[src/rtl/reg_file_wb.sv]
// Register file terminating the write-back path: R0-R7 plus T/SP/IH/RA,
// two combinational read ports with same-cycle WB bypass and a registered debug port.
module reg_file_wb #(
  parameter int DATA_W  = 16,
  parameter int ADDR_W  = 4,
  parameter int NUM_GPR = 8
) (
  input  logic              clk,
  input  logic              rst,
  input  logic              wb_en,
  input  logic [ADDR_W-1:0] wb_addr,
  input  logic [DATA_W-1:0] wb_data,
  input  logic [ADDR_W-1:0] rx_addr,
  input  logic [ADDR_W-1:0] ry_addr,
  output logic [DATA_W-1:0] rx_data,
  output logic [DATA_W-1:0] ry_data,
  input  logic [ADDR_W-1:0] dbg_addr,
  output logic [DATA_W-1:0] dbg_data,
  output logic              wb_err
);

  // General registers followed by T, SP, IH, RA; addresses above these are reserved.
  localparam int NUM_REGS = NUM_GPR + 4;
  localparam logic [ADDR_W-1:0] LIMIT = ADDR_W'(NUM_REGS);

  logic [DATA_W-1:0] regs_q [NUM_REGS];
  logic [DATA_W-1:0] regs_d [NUM_REGS];
  logic              wb_err_q, wb_err_d;
  logic [DATA_W-1:0] dbg_data_q, dbg_data_d;

  logic              wb_valid;
  logic [DATA_W-1:0] rx_stored, ry_stored;
  logic              rx_hit, ry_hit;

  assign wb_valid = (wb_addr < LIMIT);

  // Gating on wb_en first keeps an undriven wb_addr from reaching state.
  always_comb begin
    regs_d   = regs_q;
    wb_err_d = wb_err_q;
    if (wb_en) begin
      for (int i = 0; i < NUM_REGS; i++) begin
        if (wb_addr == ADDR_W'(i)) regs_d[i] = wb_data;
      end
      if (!wb_valid) wb_err_d = 1'b1;
    end
  end

  always_comb begin
    rx_stored  = '0;
    ry_stored  = '0;
    dbg_data_d = '0;
    for (int i = 0; i < NUM_REGS; i++) begin
      if (rx_addr == ADDR_W'(i))  rx_stored  = regs_q[i];
      if (ry_addr == ADDR_W'(i))  ry_stored  = regs_q[i];
      if (dbg_addr == ADDR_W'(i)) dbg_data_d = regs_q[i];
    end
    // A reserved read address can only match a reserved write, so wb_valid blocks it.
    rx_hit = !rst && wb_en && wb_valid && (rx_addr == wb_addr);
    ry_hit = !rst && wb_en && wb_valid && (ry_addr == wb_addr);
  end

  assign rx_data = rx_hit ? wb_data : rx_stored;
  assign ry_data = ry_hit ? wb_data : ry_stored;

  always_ff @(posedge clk or posedge rst) begin
    if (rst) begin
      for (int i = 0; i < NUM_REGS; i++) regs_q[i] <= '0;
      wb_err_q   <= 1'b0;
      dbg_data_q <= '0;
    end else begin
      regs_q     <= regs_d;
      wb_err_q   <= wb_err_d;
      dbg_data_q <= dbg_data_d;
    end
  end

  assign dbg_data = dbg_data_q;
  assign wb_err   = wb_err_q;

endmodule

[config.mk]
export PLATFORM = sky130hd
export DESIGN_NAME = reg_file_wb
export DESIGN_NICKNAME = d
export VERILOG_FILES = /design/src/rtl/reg_file_wb.sv
export SDC_FILE = /design/constraint.sdc
export NUM_CORES = 1
export LEC_CHECK = 0
export CAP_MARGIN = 30
export CORE_AREA = 2 2 188 190
export DETAILED_ROUTE_END_ITERATION = 7
export DIE_AREA = 0 0 190 192
export GPL_TIMING_DRIVEN = 0
export PLACE_DENSITY = 0.67
export SETUP_SLACK_MARGIN = 0.15
export SLEW_MARGIN = 20
export SYNTH_ARGS = -nofsm -noshare
export SYNTH_HDL_FRONTEND = slang
export SYNTH_SLANG_ARGS = --single-unit
[constraint.sdc]
create_clock -name clk -period 13.2 [get_ports clk]
set_input_delay 2.64 -clock clk [delete_from_list [all_inputs] [get_ports clk]]
set_output_delay 2.64 -clock clk [all_outputs]
set_load 0.02 [all_outputs]
==> impl_results.md <==
- Peak VDD IR: 0.0000924 V
- Worst Path Max Fanout: 10
- DR vias/cell: 6.78
- Peak Freq: 0.115 GHz
- # H-tree levels: 1
- Via count: 12597
- CP Capture Point: rx_data[15]
- Relative slew slack: 22.1%
- Die height: 192 um
- Synth Instances: 1276
- Cell area after layout: 0.0158 mm2
- Power Density: 147 mW/mm2
- Iteration-0 DRC Markers: 1928
- Mapped Nets: 1311
- Leak: 6.48 nW
- Final Critical Period: 8670 ps
- Non-filler cells, final: 1858
- Sink Count: 209
- First drt pass iteration count: 6
- All-Layer GR Usage: 33.6%
- Syn. warnings: 0
- Die width: 190 um
- Number of nets still failing antenna checks after routing: 0
- Commonest cells after routing, fill and taps aside: 209 x dfrtp_1, 188 x mux2_2, 106 x o21ai_0
- CP Data Required Time: 10560 ps
- Pin count of the biggest net entering global routing: 89
- Critical path class: in -> out
- Met3 Use GR: 10.6%
- Max-Cap Viols: 0
- TritonCTS clock tree: built
- Final Cycle Share: 65.7%
- Reg-to-Reg Start: regs_q[177]
- Worst reg2reg path depth: 6
- RSZ-0062 raised after global routing: false
- ANT cells: 0
- Postcts setup bufs: 0
- Post-Place Cells: 1810
- Die Area: 0.0365 mm2
- Setup crit start kind: input pin
- Slew Limit Fails: 0
- Distinct cells, synth: 71
- Layout Skew: 22.7 ps
- DPL Wire Length: 40700 um
- P&R area growth vs syn: 16.9%
- Sequential-to-total area share from yosys stat: 38.6%
- Hold Crit Class: reg -> reg
- Top Usage Layer GRT: met2
- Most common cell after layout, fill and taps aside: dfrtp_1
- Post-route DRC: 0
- M1 GR Usage: 42.6%
- Dpl cell area: 0.0150 mm2
- Fin util: 46.2%
- Worst slew pin tran: 1170 ps
- Cell Rows: 68
- WL/cell: 33.1 um
- Overall routed net length: 61500 um
- Starting Density: 39.5%
- Flop2flop setup slack: 11320 ps
- Layout cell share with drive strength beyond 1: 28.0%
- Ys flop type: dfrtp_1
- Initial antenna violation count: 1
- CP Launch Point: rx_addr[2]
- Routability cong.: 1.07
- Vias in the first global route: 12447
- Overall power: 2.33 mW
- Status: complete, no violations
- Clk buf depth: 3
- Final Hold Fails: 0
- Post-synth design cell area: 0.0136 mm2
- Global Route met2 Usage: 49.6%
- Nets: 1419
- Port buffer count: 76
- Arrival @ worst endpoint: 6030 ps
- Clock transition at the registers of the reported paths: 60 ps
- Post-CTS Hold Fix Bufs: 0
- Syn avg cell area: 10.6 um2
- Sum Neg Setup Slack: 0 ps
- Setup violations, final: 0
- Worst skew pair latency: 560 ps
- Root Driver: clkbuf_16
- Post-synth ARST share: 100%
- Grt total ovfl: 0
- CTS buffer count: 25
- Critical path endpoint category: output pin
- Area of the core: 0.0343 mm2
- First-pass GRT wire length: 87200 um
- Worst reg2reg endpoint: dbg_data[1]
- Post-CTS sizing: 0
- Yosys reg bits: 209
- # IOs: 84
- Post-synth EDFFs: 0
[cell type report]
cell class                 count  area (um2)
buffer                       119         667
fill                        3182       18400
multi-input combinational    934        7600
timing repair buffer          81         846
clock inverter                13         184
inverter                      14        60.1
tap                          455         569
sequential                   209        5230
clock buffer                  33         686
[state kept, by name (all words and copies together), names as in the netlist]
register	cells
dbg_data	16
wb_err	1
regs_q	192
[routing by layer]
metal,up-vias,wire [um]
met4,0,4410
met3,289,8070
met2,1063,25900
met5,-,0
li1,5045,-
met1,6200,23100
[logic make-up after synthesis]
logic type                after synthesis  synth area share, %
AOI/OAI and AO/OA                     386                 18.6
xor gates and xnor gates                6                0.388
buffers and inverters                 133                 5.31
DFF                                   209                 38.6
muxes                                 305                 28.0
and+or+nand+nor                       237                 9.10
[critical path: stages]
cell and delay [ps]:
clkdlybuf4s50_1 620, and3b_1 190, buf_2 320, clkbuf_1 730, o21ai_0 250, o311ai_2 140, o221ai_1 150, o21ai_0 310
clkdlybuf4s50_1 670
[metrics by stage]
stage          hold WS [ps]  setup WS [ps]
2_1_floorplan           480           1730
3_3_place_gp            449          -1620
3_5_place_dp            452           4680
4_1_cts                 467           4680
5_1_grt                 498           4400
6_report                464           4530
[cells in the mapped netlist, types with 3 or more instances]
cell type | n | area [um2]
a21oi_1 | 68 | 340
a21o_1 | 9 | 67.6
o21ai_0 | 106 | 531
o2bb2ai_1 | 5 | 43.8
nor2b_1 | 29 | 181
and2_1 | 4 | 25.0
inv_1 | 11 | 41.3
buf_2 | 53 | 265
a221o_1 | 3 | 30.0
o21a_1 | 16 | 120
a31oi_1 | 28 | 175
or3_1 | 3 | 18.8
mux2i_1 | 68 | 681
nand2b_1 | 13 | 81.3
o22ai_1 | 24 | 150
nand2_1 | 88 | 330
a211oi_1 | 19 | 143
a22oi_1 | 23 | 173
mux2_2 | 188 | 2120
o31ai_1 | 14 | 105
dfrtp_1 | 209 | 5230
mux4_2 | 40 | 901
buf_4 | 25 | 188
nor3_1 | 8 | 40.0
xor2_1 | 6 | 52.6
buf_6 | 8 | 90.1
a221oi_1 | 4 | 35.0
a22o_1 | 18 | 158
or2_2 | 12 | 75.1
o32ai_1 | 3 | 26.3
a2bb2oi_1 | 4 | 35.0
nor2_1 | 43 | 161
a222oi_1 | 6 | 60.1
clkbuf_1 | 33 | 124
nand3_1 | 14 | 70.1
o221ai_1 | 19 | 166
mux2_1 | 9 | 101
[worst min-delay path by stage]
stage | depth (start not counted) | endpoint | slack (ps) | startpoint
6_report | 1 | wb_err | 460 | wb_err
5_1_grt | 1 | wb_err | 500 | wb_err
3_5_place_dp | 1 | wb_err | 450 | wb_err
2_1_floorplan | 2 | regs_q[41] | 480 | regs_q[41]
3_3_place_gp | 1 | wb_err | 450 | wb_err
4_1_cts | 1 | wb_err | 470 | wb_err
[power by group]
part	leakage, nW	switching [mW]	internal, mW
Clock	0.423	0.303	0.446
Sequential	2.58	0.174	0.785
Combinational	3.48	0.306	0.316
No activity file was read; power rests on OpenSTA's default activity.
